`config.mk`:
```
export PLATFORM = sky130hd
export DESIGN_NAME = logs_tone_gen
export DESIGN_NICKNAME = d
export VERILOG_FILES = /design/src/rtl/logs_tone_gen.sv
export SDC_FILE = /design/constraint.sdc
export NUM_CORES = 1
export LEC_CHECK = 0
export CORE_MARGIN = 1
export CORE_UTILIZATION = 25
export CTS_BUF_LIST = sky130_fd_sc_hd__clkbuf_16
export CTS_CLUSTER_SIZE = 12
export DETAILED_ROUTE_END_ITERATION = 8
export GPL_TIMING_DRIVEN = 0
export PLACE_DENSITY = 0.4
export SLEW_MARGIN = 5
export SYNTH_ARGS = -nofsm -noshare
export SYNTH_HDL_FRONTEND = slang
export SYNTH_SLANG_ARGS = --single-unit
```
`constraint.sdc`:
```
create_clock -name clk -period 2.85 [get_ports clk]
set_input_delay 0.285 -clock clk [delete_from_list [all_inputs] [get_ports clk]]
set_output_delay 0.285 -clock clk [all_outputs]
set_load 0.01 [all_outputs]
```
`src/rtl/logs_tone_gen.sv`:
```
// logs_tone_gen: square-wave tone generator with a one-entry note queue.
// Notes (half-period, duration, sweep) are accepted into a pending slot
// and played back-to-back without gaps. A half-period of 0 plays a rest.
// Optional feature macro: LOGS_TONE_SWEEP_EN (per-tick half-period sweep).
module logs_tone_gen #(
    parameter int PW       = 12,
    parameter int DW       = 8,
    parameter int PRESCALE = 256
) (
    input  logic          clk,
    input  logic          rst,
    input  logic          note_valid,
    output logic          note_ready,
    input  logic [PW-1:0] note_period,
    input  logic [DW-1:0] note_dur,
    input  logic [3:0]    note_sweep,
    output logic          audio_out,
    output logic          active
);

    localparam int SW = (PRESCALE > 1) ? $clog2(PRESCALE) : 1;
    localparam logic [SW-1:0] PRESC_LAST = SW'(PRESCALE - 1);

    typedef enum logic {IDLE, PLAY} state_e;

    state_e state_q, state_d;

    logic          pendFull_q,   pendFull_d;
    logic [PW-1:0] pendPeriod_q, pendPeriod_d;
    logic [DW-1:0] pendDur_q,    pendDur_d;
    logic [3:0]    pendSweep_q,  pendSweep_d;

    logic [PW-1:0] curPeriod_q,  curPeriod_d;
    logic [DW-1:0] remDur_q,     remDur_d;
    logic [PW-1:0] phase_q,      phase_d;
    logic [SW-1:0] presc_q,      presc_d;
    logic          audio_q,      audio_d;

    logic accept;
    logic tick;
    logic lastTick;
    logic loadCur;

`ifdef LOGS_TONE_SWEEP_EN
    localparam logic signed [PW+1:0] SUM_ONE = {{(PW+1){1'b0}}, 1'b1};
    localparam logic signed [PW+1:0] SUM_MAX = {2'b00, {PW{1'b1}}};

    logic [3:0]           curSweep_q, curSweep_d;
    logic signed [PW+1:0] sweepSum;
    logic [PW-1:0]        sweptPeriod;

    // Next swept half-period, clamped so a tone never degrades into a rest.
    always_comb begin
        sweepSum = $signed({2'b00, curPeriod_q}) + (PW+2)'($signed(curSweep_q));
        if (sweepSum < SUM_ONE) begin
            sweptPeriod = {{(PW-1){1'b0}}, 1'b1};
        end else if (sweepSum > SUM_MAX) begin
            sweptPeriod = {PW{1'b1}};
        end else begin
            sweptPeriod = sweepSum[PW-1:0];
        end
    end
`else
    logic unusedSweep;
    assign unusedSweep = ^pendSweep_q;
`endif

    // Handshake and timing strobes shared by the FSM and the datapath.
    always_comb begin
        accept   = note_valid && !pendFull_q;
        tick     = (state_q == PLAY) && (presc_q == PRESC_LAST);
        lastTick = tick && (remDur_q <= DW'(1));
        loadCur  = pendFull_q && ((state_q == IDLE) || lastTick);
    end

    // FSM state register.
    always_ff @(posedge clk or posedge rst) begin
        if (rst) begin
            state_q <= IDLE;
        end else begin
            state_q <= state_d;
        end
    end

    // FSM next state: start when a note is pending, stop when the last note ends.
    always_comb begin
        state_d = state_q;
        case (state_q)
            IDLE:    if (pendFull_q) state_d = PLAY;
            PLAY:    if (lastTick && !pendFull_q) state_d = IDLE;
            default: state_d = IDLE;
        endcase
    end

    // FSM outputs: ready follows the pending slot, active follows PLAY.
    always_comb begin
        note_ready = !pendFull_q;
        audio_out  = audio_q;
        active     = (state_q == PLAY);
    end

    // Datapath next state: pending slot, note load, prescaler, phase and tone.
    always_comb begin
        pendFull_d   = pendFull_q;
        pendPeriod_d = pendPeriod_q;
        pendDur_d    = pendDur_q;
        pendSweep_d  = pendSweep_q;
        curPeriod_d  = curPeriod_q;
        remDur_d     = remDur_q;
        phase_d      = phase_q;
        presc_d      = presc_q;
        audio_d      = audio_q;
`ifdef LOGS_TONE_SWEEP_EN
        curSweep_d   = curSweep_q;
`endif
        if (loadCur) begin
            pendFull_d  = 1'b0;
            curPeriod_d = pendPeriod_q;
            remDur_d    = (pendDur_q == '0) ? DW'(1) : pendDur_q;
            phase_d     = '0;
            presc_d     = '0;
            audio_d     = 1'b0;
`ifdef LOGS_TONE_SWEEP_EN
            curSweep_d  = pendSweep_q;
`endif
        end else if (state_q == PLAY) begin
            presc_d = tick ? '0 : presc_q + 1'b1;
            if (tick) begin
                remDur_d = remDur_q - 1'b1;
            end
            if (lastTick || (curPeriod_q == '0)) begin
                phase_d = '0;
                audio_d = 1'b0;
            end else if (phase_q >= curPeriod_q - 1'b1) begin
                phase_d = '0;
                audio_d = !audio_q;
            end else begin
                phase_d = phase_q + 1'b1;
            end
`ifdef LOGS_TONE_SWEEP_EN
            if (tick && !lastTick && (curPeriod_q != '0)) begin
                curPeriod_d = sweptPeriod;
            end
`endif
        end
        if (accept) begin
            pendFull_d   = 1'b1;
            pendPeriod_d = note_period;
            pendDur_d    = note_dur;
            pendSweep_d  = note_sweep;
        end
    end

    // Datapath registers; reset discards both the playing and pending note.
    always_ff @(posedge clk or posedge rst) begin
        if (rst) begin
            pendFull_q   <= 1'b0;
            pendPeriod_q <= '0;
            pendDur_q    <= '0;
            pendSweep_q  <= '0;
            curPeriod_q  <= '0;
            remDur_q     <= '0;
            phase_q      <= '0;
            presc_q      <= '0;
            audio_q      <= 1'b0;
`ifdef LOGS_TONE_SWEEP_EN
            curSweep_q   <= '0;
`endif
        end else begin
            pendFull_q   <= pendFull_d;
            pendPeriod_q <= pendPeriod_d;
            pendDur_q    <= pendDur_d;
            pendSweep_q  <= pendSweep_d;
            curPeriod_q  <= curPeriod_d;
            remDur_q     <= remDur_d;
            phase_q      <= phase_d;
            presc_q      <= presc_d;
            audio_q      <= audio_d;
`ifdef LOGS_TONE_SWEEP_EN
            curSweep_q   <= curSweep_d;
`endif
        end
    end

endmodule

```
==> impl_metrics.ini <==
[floorplanning]
die_area_sq_um = 13760
die_w_um = 117.3
core-area_sq_um = 12770
ioPinCount = 30
rows = 41
die_h_um = 117.3
start_util = 0.2602

[power]
p_per_area_nw_per_um2 = 683.4
intPower_mw = 2.147
peakVddDrop_uv = 296.0
pwr-share-seq = 0.423
p_sw_mw = 0.7612
p_leak_nw = 1.784
pwr-share-comb = 0.189
finalPower_mw = 2.908
p_clk_frac = 0.388
swShare = 0.2618

[placement]
pre_cts_ws_ns = -0.1474
port_buffers = 25
gp_congestion = 0.7556
dpl.hpwl_mm = 5.035

[synthesis]
synth_commonest_cells = 63 x dfrtp_1, 27 x mux2_2, 24 x nand2_1, 20 x a21oi_1, 20 x nor2_1
yosys_warnings = 0
synth_edf_count = 0
syn_inst = 302
ys_types = 47
synth.most_common_cell = dfrtp_1
ys_async_sr_fraction = 1.000
netlist_area_sq_um = 3323
synth-seq-cells = 63
ys_top_cells_by_area = dfrtp_1 47%, mux2_2 9.1%, ha_1 6.8%
synth_top_area_cell = dfrtp_1
avgSynthCellArea_sq_um = 11.00
synth_ff_type = dfrtp_1
syn-num-nets = 347
synth_top_cell_area_share = 0.4744
yosysSeqAreaShare = 0.4744

[worst_setup_path]
worstPathCellList = or4_4 > nor3_4 > nand2_2 > xor2_2 > ha_1 > and4_1 > buf_4 > a31o_4 > or2_4 > buf_6 > a21oi_2
reg2reg_depth = 11
endpoint = phase_q[10]
path_max_fanout = 6
arrival_ns = 3.09
slowest_delay_ns = 0.55
worstSetupStartpoint = curPeriod_q[5]
crit_slowest_cell = or4_4
reg2reg_slack_ns = 0.008
worst_setup_path_start_kind = flip-flop
end_kind = flip-flop
r2r-end = phase_q[10]
critPathRequiredTime_ns = 3.10
crit_type = flip-flop to flip-flop
reg2reg_from = curPeriod_q[5]

[route]
ant_nets = 0
drt-pass1-iter-count = 4
wire_per_inst_um = 13.75
drtIter0Drc = 81
wl_mm = 7.163
drc = 0
num_vias = 2303
viasPerCell = 4.420

[grt]
grt_start_max_net_pins = 64
grt_pass1_vias = 2270
grt_pass1_wl_mm = 11.83
grt_antenna_before_repair = 0
grt_busiest_layer = met1
use_met1 = 0.1655
grtUsageMet2 = 0.1631
met3_usage = 0.02678
grt_usage = 0.1157
overflow = 0

[final_layout]
antenna_cells = 0
utilization = 0.3331
area_growth_pct = 28.05
drive_gt1_frac = 0.2550
fin_nets = 390

[clock_network]
clk_latency_ns = 0.33
cts_hold_buf = 0
clock-sinks = 63
cts_buffer_depth = 2
clk_pin_slew_ns = 0.05
htreeDepth = 3
numCtsBuffers = 9
cts_tree = done
cts_root_buf = clkbuf_16

[sta]
clock_skew_ns = 0.006851
hold_viol = 0
slew_viol_final = 0
relSlewSlack = 0.4649
final.min_clock_period_ns = 2.842
max_freq_mhz = 351.9
fin_setup_tns_ns = 0
rsz0062_at_grt = yes
fin_ws_ns = 0.008443
fin_crit_sh = 0.9970
tightest_slew_ns = 0.8026
finalSetupViolCount = 0

[worst_hold_path]
min_path_type = input pin to asynchronous set/reset pin

[outcome]
status = finished, final reports clean

[job]
drv_cap = 0
==> per-stage QoR <==
stage / std cells / hold WS (ns) / area, sq um
after floorplan: 302 / 0.4367 / 3323
after detailed placement: 499 / 0.4921 / 3791
after global placement: 499 / 0.4896 / 3789
final: 521 / 0.4581 / 4255
after global routing: 521 / 0.5170 / 4255
after CTS: 516 / 0.5041 / 4134
==> metal layers <==
metal / wire length, um / vias to the layer above
li1: - / 1163
met4: 130 / 0
met3: 159 / 9
met2: 3261 / 25
met5: 0 / -
met1: 3611 / 1106
==> flip-flops by register name (all words and copies together) (netlist names) <==
signal,flops
active,1
audio_out,1
curPeriod_q,12
pendDur_q,8
pendFull_q,1
pendPeriod_q,12
phase_q,12
presc_q,8
remDur_q,8
==> critical path, delay by kind of cell, from the launching register on <==
kind                       cells  cell delay [ns]
xor gates and xnor gates       1             0.15
adders and majority gates      1             0.32
AOI/OAI and AO/OA              2             0.36
DFF                            1             0.40
buffers and inverters          2             0.26
and+or+nand+nor                5             1.26
==> kinds of logic after synthesis <==
group	Yosys count	share of synthesized area
buf+inv	17	0.02409
mux	33	0.1186
fa+ha+maj	18	0.06777
simple gates	96	0.1536
compound gates	48	0.09036
flops	63	0.4744
xor+xnor	27	0.07116
==> final cells by class <==
cell class | count | area, sq um
Clock buffer | 9 | 225.2
Clock inverter | 6 | 76.32
Sequential cell | 63 | 1578
Tap cell | 172 | 215.2
Inverter | 8 | 32.53
Buffer | 9 | 50.05
Timing Repair Buffer | 32 | 306.5
Multi-Input combinational cell | 222 | 1772
Fill cell | 1293 | 8518
==> cells in the final DEF (no fill, tap or decap), drive strengths merged, types with 2 or more instances in the layout <==
| cell | synthesis | routed |
|---|---|---|
| ha | 18 | 18 |
| a21o | 3 | 3 |
| xor2 | 12 | 12 |
| nor2b | 2 | 2 |
| mux2 | 33 | 33 |
| inv | 8 | 8 |
| a21oi | 20 | 20 |
| clkdlybuf4s50 | 0 | 25 |
| buf | 3 | 10 |
| or2 | 3 | 3 |
| nand2b | 2 | 2 |
| bufinv | 0 | 2 |
| a211oi | 2 | 2 |
| and3 | 2 | 2 |
| nand3 | 10 | 10 |
| nand2 | 25 | 25 |
| clkbuf | 6 | 15 |
| o21ai | 13 | 13 |
| nor4 | 5 | 5 |
| o2bb2ai | 2 | 2 |
| clkinv | 0 | 4 |
| dfrtp | 63 | 63 |
| or3 | 4 | 4 |
| nor2 | 20 | 20 |
| xnor2 | 15 | 15 |
| nand4 | 4 | 4 |
| or4 | 2 | 2 |
| nor3 | 12 | 12 |
==> timing repair <==
action	in CTS	in global routing
endpoints found under the hold margin	0	0
endpoints found under the setup margin	12	12
pin swaps	0	14
setup buffers	2	4
cloned	0	1
gates resized for setup	6	25
==> power by group through the flow <==
stage,clock (mW),sequential [mW],combinational (mW)
detailed placement,0,1.25,0.513
floorplan,0,1.20,0.391
global route,1.21,1.26,0.617
finish,1.13,1.23,0.548
global placement,0,1.25,0.494
CTS,1.16,1.23,0.524
==> worst min-delay path by stage <==
stage	start	cells after the start	end
CTS	pendPeriod_q[10]	1	curPeriod_q[10]
global placement	pendPeriod_q[10]	1	curPeriod_q[10]
global route	pendPeriod_q[1]	1	curPeriod_q[1]
finish	rst	2	pendDur_q[6]
detailed placement	pendPeriod_q[10]	1	curPeriod_q[10]
floorplan	note_dur[7]	1	pendDur_q[7]
No activity file was read; power rests on OpenSTA's default activity.
